===== src/rtl/hankel_matrix.sv =====
// Fetches x[0..2N-2] from a latency-1 sample RAM and streams the N x N Hankel
// matrix H[i][j] = x[i+j] row-major, one element per cycle.
module hankel_matrix #(
    parameter int DW        = 16,
    parameter int AW        = 8,
    parameter int N         = 8,
    parameter int BASE_ADDR = 0
) (
    input  logic          clk,
    input  logic          rst_n,
    input  logic          start,
    input  logic [DW-1:0] data,
    output logic [AW-1:0] addr,
    output logic          rd,
    output logic [DW-1:0] h_data,
    output logic [3:0]    h_row,
    output logic [3:0]    h_col,
    output logic          h_valid,
    output logic          busy,
    output logic          done,
    output logic [1:0]    state_dbg
);

    localparam int L  = 2 * N - 1;
    localparam int IW = $clog2(L);

    typedef enum logic [1:0] {IDLE, READ, DRAIN, EMIT} state_t;

    state_t         state;
    logic [IW-1:0]  rd_cnt;
    logic [IW-1:0]  wr_idx;
    logic           rd_d;
    logic [DW-1:0]  xbuf [L];

    logic [3:0]     nrow;
    logic [3:0]     ncol;
    logic           last_elem;

    assign state_dbg = state;

    // h_valid qualifies h_data/h_row/h_col for exactly one cycle; the consumer
    // has no ready, so every valid cycle is a completed transfer.
    always_comb begin
        nrow      = h_row;
        ncol      = h_col + 4'd1;
        last_elem = (h_row == 4'(N - 1)) && (h_col == 4'(N - 1));
        if (h_col == 4'(N - 1)) begin
            nrow = h_row + 4'd1;
            ncol = 4'd0;
        end
    end

    // Sample buffer: rd_d marks the cycle in which the RAM returns read data.
    always_ff @(posedge clk) begin
        if (rd_d)
            xbuf[wr_idx] <= data;
    end

    always_ff @(posedge clk or negedge rst_n) begin
        if (!rst_n) begin
            state   <= IDLE;
            addr    <= '0;
            rd      <= 1'b0;
            rd_d    <= 1'b0;
            rd_cnt  <= '0;
            wr_idx  <= '0;
            h_data  <= '0;
            h_row   <= '0;
            h_col   <= '0;
            h_valid <= 1'b0;
            busy    <= 1'b0;
            done    <= 1'b0;
        end else begin
            done <= 1'b0;
            rd_d <= rd;
            if (rd_d)
                wr_idx <= wr_idx + 1'b1;
            case (state)
                IDLE: begin
                    if (start) begin
                        state  <= READ;
                        rd     <= 1'b1;
                        addr   <= AW'(BASE_ADDR);
                        busy   <= 1'b1;
                        rd_cnt <= '0;
                        wr_idx <= '0;
                    end
                end
                READ: begin
                    if (rd_cnt == IW'(L - 1)) begin
                        rd    <= 1'b0;
                        state <= DRAIN;
                    end else begin
                        addr   <= addr + 1'b1;
                        rd_cnt <= rd_cnt + 1'b1;
                    end
                end
                DRAIN: begin
                    state   <= EMIT;
                    h_valid <= 1'b1;
                    h_row   <= '0;
                    h_col   <= '0;
                    h_data  <= xbuf[0];
                end
                EMIT: begin
                    if (last_elem) begin
                        state   <= IDLE;
                        h_valid <= 1'b0;
                        h_row   <= '0;
                        h_col   <= '0;
                        h_data  <= '0;
                        done    <= 1'b1;
                        busy    <= 1'b0;
                    end else begin
                        h_row  <= nrow;
                        h_col  <= ncol;
                        h_data <= xbuf[IW'(nrow) + IW'(ncol)];
                    end
                end
                default: state <= IDLE;
            endcase
        end
    end

endmodule


===== config.mk =====
export PLATFORM = sky130hd
export DESIGN_NAME = hankel_matrix
export DESIGN_NICKNAME = d
export VERILOG_FILES = /design/src/rtl/hankel_matrix.sv
export SDC_FILE = /design/constraint.sdc
export NUM_CORES = 1
export LEC_CHECK = 0
export CAP_MARGIN = 5
export CORE_AREA = 2 2 187 189
export CTS_CLUSTER_SIZE = 12
export DETAILED_ROUTE_END_ITERATION = 16
export DIE_AREA = 0 0 189 191
export PLACE_DENSITY_LB_ADDON = 0.05
export SLEW_MARGIN = 20
export SYNTH_ARGS = -nofsm -noshare
export SYNTH_HDL_FRONTEND = slang
export SYNTH_SLANG_ARGS = --single-unit

===== constraint.sdc =====
create_clock -name clk -period 3 [get_ports clk]
set_input_delay 0.6 -clock clk [delete_from_list [all_inputs] [get_ports clk]]
set_output_delay 0.6 -clock clk [all_outputs]
set_load 0.05 [all_outputs]

Word-level counts from Yosys, hierarchy flattened
Memories as Yosys holds them, arrays and structs flattened.
Index checks and enable logic that the tools add are counted.
{"block": "totals", "rom_bits": 0, "elab_cells": 70, "memories": 1, "latch_bits": 0, "ff_bits": 47, "ramBits": 240}
{"memory": "xbuf", "words": 15, "word_bits": 16, "read_ports": 2, "rd_clocked_by_memory_dff": 0, "write_ports": 1, "line_no": "33", "rtl": "logic [DW-1:0] xbuf [L];"}
{"block": "classes", "n_mux": 31, "bitwise_logic": 0, "multipliers": 0, "reduce_logical": 10, "n_addsub": 6, "div": 0, "shift": 0, "eq_ne": 10, "magnitude_cmp": 0}
{"operator": "$mux W4", "count": 9}
{"operator": "$pmux W16 S2", "count": 1}
{"operator": "$pmux W4 S2", "count": 3}
{"operator": "$add A4 B1 Y4 const B", "count": 4}
{"operator": "$mux W16", "count": 1}
{"operator": "$mux W8", "count": 2}
{"operator": "$pmux W8 S2", "count": 1}
{"operator": "$reduce_and A3 Y1", "count": 4}
{"operator": "$add A8 B1 Y8 const B", "count": 1}
{"operator": "$eq A4 B3 Y1 const B", "count": 2}
{"operator": "$ne A2 B2 Y1 const B", "count": 4}
{"operator": "$pmux W2 S4", "count": 1}
{"operator": "$mux W1", "count": 7}
{"operator": "$mux W2", "count": 3}
{"operator": "$pmux W1 S2", "count": 3}
{"operator": "$reduce_bool A2 Y1", "count": 3}
{"operator": "$add A4 B4 Y4", "count": 1}
{"operator": "$eq A2 B2 Y1 const B", "count": 2}
{"operator": "$eq A4 B4 Y1 const B", "count": 1}
{"operator": "$eq A2 B1 Y1 const B", "count": 1}
{"operator": "$logic_not A2 Y1", "count": 1}
{"operator": "$reduce_and A2 Y1", "count": 1}
{"operator": "$logic_and A1 B1 Y1", "count": 1}

Longest topological paths before layout
An unclocked memory read counts as a cell.
{"block": "depth", "ltp_word": 6, "depth_mapped": 15, "depth_no_buf": 12}

Least setup slack after synthesis
OpenSTA, ideal clock, no wires.
{"block": "synth_timing", "kind": "register -> register", "from": "register h_col[0]", "to": "register h_data[3]", "required_time_ps": 2855, "path_stages_with_launch": 11, "arrival_time_ps": 3370, "period_less_slack_ps": 3515, "path_slack_ps": -515, "path_buffers": 2, "cell_sequence": "dfrtp_1 ha_1 and3b_1 buf_4 a21oi_1 fa_1 xnor2_2 buf_2 mux4_2 a21oi_1 o221ai_2"}
{"block": "synth_via", "elab_chain_cells": 6, "elab_cells_between_ends": 9, "cone_classes": "2 x add/sub; 1 x eq/ne; 4 x mux; 1 x reduce/logical; 1 x memory"}
{"item": "from (decl)", "line_no": "17", "rtl": "output logic [3:0] h_col,"}
{"item": "from (signal assigned)", "line_no": "116", "rtl": "h_col <= ncol;"}
{"item": "$add A4 B1 Y4 / $eq A4 B3 Y1 (equally long branches)", "line_no": "45, 46, 47"}
{"item": "$mux W4", "line_no": "47", "rtl": "if (h_col == 4'(N - 1)) begin"}
{"item": "$add A4 B4 Y4", "line_no": "117", "rtl": "h_data <= xbuf[IW'(nrow) + IW'(ncol)];"}
{"item": "$mem_v2 Z15 W16"}
{"item": "$mux W16 *", "line_no": "106", "rtl": "if (last_elem) begin"}
{"item": "$pmux W16 S2 *", "line_no": "78", "rtl": "case (state)"}
{"item": "to (signal assigned)", "line_no": "103", "rtl": "h_data <= xbuf[0];"}
{"item": "to (signal assigned)", "line_no": "117"}
{"item": "to (decl)", "line_no": "15", "rtl": "output logic [DW-1:0] h_data,"}
Every way passes the cells marked *; elsewhere a longest branch is shown, timed or not.
A chain may end at the register's enable or synchronous reset.

Final worst setup path
{"block": "layout_timing", "from": "register h_col[0]", "to": "register h_data[0]"}
The elaborated chain is that of the path after synthesis.

==> run_results.csv <==
group,metric,value,unit
place,dp_hpwl,19000,microns
floorplanning,die_width,189,microns
floorplanning,die_y,191,microns
synth,ys_seq_area_share,70.8,%
sta,slew_headroom,20.0,%
floorplanning,fp.dieArea,36100,sq um
sta,worstMarginPinSlew,1.20,ns
global_routing,grt_pass1_wl,48100,microns
synth,synth-simple-area-share,8.80,%
run,drv_cap,0,
sta,period_minus_slack,3.00,ns
synth,synthCells,820,
global_routing,antenna_found_initial,0,
global_routing,grt_max_degree,51,
final_layout,fin_area,15000,sq um
synth,synthTopCellsByCount,"240 x edfxtp_1, 123 x nand2_1, 82 x nor2_1",
final_layout,drive_gt1_share,21.7,%
route,drtAntennaViolNets,0,
clock_network,clk_latency,0.52,ns
synth,synth_edf_count,240,
sta,finalSetupViolCount,0,
clock_network,cts_tree,"done",
synth,synth-seq-cells,287,
synth,synth.net_count,855,
sta,period_share,99.8,%
worst_setup_path,crit_type,"flop to flop",
worst_setup_path,critPathLaunchType,"flop",
global_routing,grt_pass1_vias,7524,
sta,finalMaxSlewViolations,0,
sta,rsz0062_at_grt,"yes",
synth,synth-main-ff-cell,"edfxtp_1",
final_layout,syn_to_final_growth,26.8,%
min_path,hp-class,"input port to async pin",
route,drc_errors,0,
synth,yosys_warnings,0,
synth,synth_top_area_share,60.9,%
synth,synthTopCellsByArea,"edfxtp_1 61%, dfrtp_1 9.9%, nand2_1 3.9%, mux2i_1 3.0%, mux4_2 3.0%",
synth,synth.most_common_cell,"edfxtp_1",
sta,hold_viol_final,0,
synth,netlist_area,11800,sq um
route,routed_wirelength,31900,microns
clock_network,clockRootBuffer,"clkbuf_16",
synth,synth_xor_area_share,1.46,%
worst_setup_path,end_kind,"flop",
sta,fmax,334,MHz
global_routing,track_usage,18.0,%
power,vdd_ir_drop_max,0.000517,V
route,dr.pass1.iters,8,
worst_setup_path,critPathArrivalTime,3.35,ns
final_layout,nets,977,
route,num_vias,7264,
sta,fin_skew,0.0178,ns
synth,synthMuxAreaShare,6.18,%
place,io_buffers,56,
place,dpl_cell_area,13600,sq um
clock_network,h-tree-depth,2,
clock_network,cts_made_buffers,34,
power,power.density,1060,nW/um^2
synth,yosysTopAreaCell,"edfxtp_1",
floorplanning,fp.coreArea,34100,sq um
global_routing,grt.overflow.total,0,
floorplanning,floorplan.initialDensity,34.7,%
synth,synth_top_family_by_area,"simple AND/OR/NAND/NOR gates",
route,wl_per_cell,22.5,microns
synth,synth.avg_cell_area,14.4,sq um
floorplanning,pin_count,57,
route,drt_iter0_drc,505,
outcome,outcome,"finished clean",
synth,synth.distinct_cells,52,
synth,synthArstFlopShare,16.4,%
worst_setup_path,crit_fanout,8,
worst_setup_path,required,3.36,ns
clock_network,clock-sinks,287,
route,vias_per_cell,5.11,
clock_network,clk_path_buf_depth,3,
clock_network,clkTransAtPathRegs,0.06,ns
place,place.gp.congestion,0.778,
final_layout,final_util,44.0,%
synth,synth_compound_area_share,8.72,%
floorplanning,rows,68,
synth,synthAdderAreaFrac,1.75,%
power,leakage,5.26,nW
==> per-layer routing <==
layer | up-vias | GRT usage, % | part of all wire, %
li1 | 3343 | - | -
met2 | 149 | 29.1 | 47
met3 | 37 | 2.63 | 4.1
met5 | - | 0 | 0
met4 | 0 | 4.51 | 1.7
met1 | 3735 | 25.5 | 47
==> layout by cell type (no fill, tap or decap), types with 4 or more instances in the layout <==
cell type	synthesis	layout
a2111oi_2	0	10
a21oi_1	49	36
a21oi_2	0	12
a311oi_1	17	16
buf_12	0	13
buf_4	2	58
clkbuf_1	25	9
clkbuf_16	0	38
clkdlybuf4s50_1	0	55
clkinv_2	0	8
dfrtp_1	47	44
edfxtp_1	240	240
ha_1	15	13
inv_1	11	11
mux2i_1	36	36
mux4_2	16	16
nand2_1	123	121
nand2b_1	14	13
nand3_1	6	6
nand4_1	4	4
nor2_1	82	81
nor3_1	4	4
o21ai_0	15	15
o221ai_1	6	5
o221ai_2	10	11
o311ai_1	1	6
o311ai_2	0	7
xor2_1	12	11
==> worst max-delay path: stages, from the launching register on <==
cell and delay [ns]:
dfrtp_2 0.43, ha_4 0.16, and3b_2 0.23, buf_4 0.15, nand2_4 0.08, xnor2_4 0.13, ha_4 0.26, buf_12 0.14
xnor2_4 0.12, buf_12 0.16, nand2_2 0.13, buf_12 0.14, a21oi_1 0.06, o311ai_2 0.37, buf_4 0.19, o221ai_1 0.10
==> worst paths after layout <==
path	from	end	slack, ns	cells after the start
min in group clk	rd	rd_d	0.44	0
setup reg to reg	h_col[0]	h_data[0]	0.005	15
max in group asynchronous	rst_n	h_data[9]	2.25	2
setup / recovery	h_col[0]	h_data[0]	0.005	15
hold reg to reg	rd	rd_d	0.44	0
hold / removal	rst_n	h_col[3]	0.09	1
==> layout make-up <==
cell class / count / area (sq um)
fill: 3022 / 19100
sequential: 287 / 8390
multi-input combinational: 473 / 3530
timing repair buffer: 135 / 1440
clock buffer: 45 / 923
tap: 455 / 569
clock inverter: 14 / 120
inverter: 11 / 41.3
antenna: 1 / 2.50
==> stage by stage <==
| step | TNS (ns) | power, mW | hold slack (ns) | worst slack, ns | std cells |
|---|---|---|---|---|---|
| floorplan | 0 | 9.36 | 0.304 | 0.00893 | 820 |
| global placement | -0.402 | 11.5 | 0.435 | -0.134 | 1353 |
| detailed placement | -0.660 | 11.6 | 0.431 | -0.158 | 1353 |
| CTS | -0.106 | 15.7 | 0.102 | -0.0411 | 1416 |
| global route | -1.15 | 16.8 | 0.118 | -0.0946 | 1420 |
| finish | 0 | 16.0 | 0.0899 | 0.00497 | 1421 |
==> cell families (layout without fill, tap and decap cells) <==
family,count (synthesis),after routing
and+or+nand+nor,247,247
adders and majority gates,16,16
buffers and inverters,60,205
AOI/OAI and AO/OA,139,139
DFF,287,287
other,0,1
muxes,53,53
xor gates and xnor gates,18,18
==> flip-flops by register name (all words and copies together) (netlist names) <==
name       cells
rd             1
rd_cnt         4
wr_idx         4
done           1
addr           8
h_col          4
busy           1
h_data        16
rd_d           1
state_dbg      2
h_row          4
h_valid        1
xbuf         240
==> what timing repair did <==
| action | in CTS | in global routing |
|---|---|---|
| gates cloned | 1 | 3 |
| hold buffers | 0 | 0 |
| pin swaps | 2 | 9 |
| resized for setup | 16 | 39 |
| setup buffers | 3 | 2 |
| setup endpoints to repair | 15 | 16 |
| endpoints found under the hold margin | 0 | 0 |
==> report_power, final <==
part / internal [mW] / switching (mW) / total [mW]
clock: 2.33 / 1.58 / 3.91
combinational: 2.74 / 4.03 / 6.77
sequential: 4.98 / 0.317 / 5.30
total: 10.1 / 5.93 / 16.0
No activity file was read; power rests on OpenSTA's default activity.
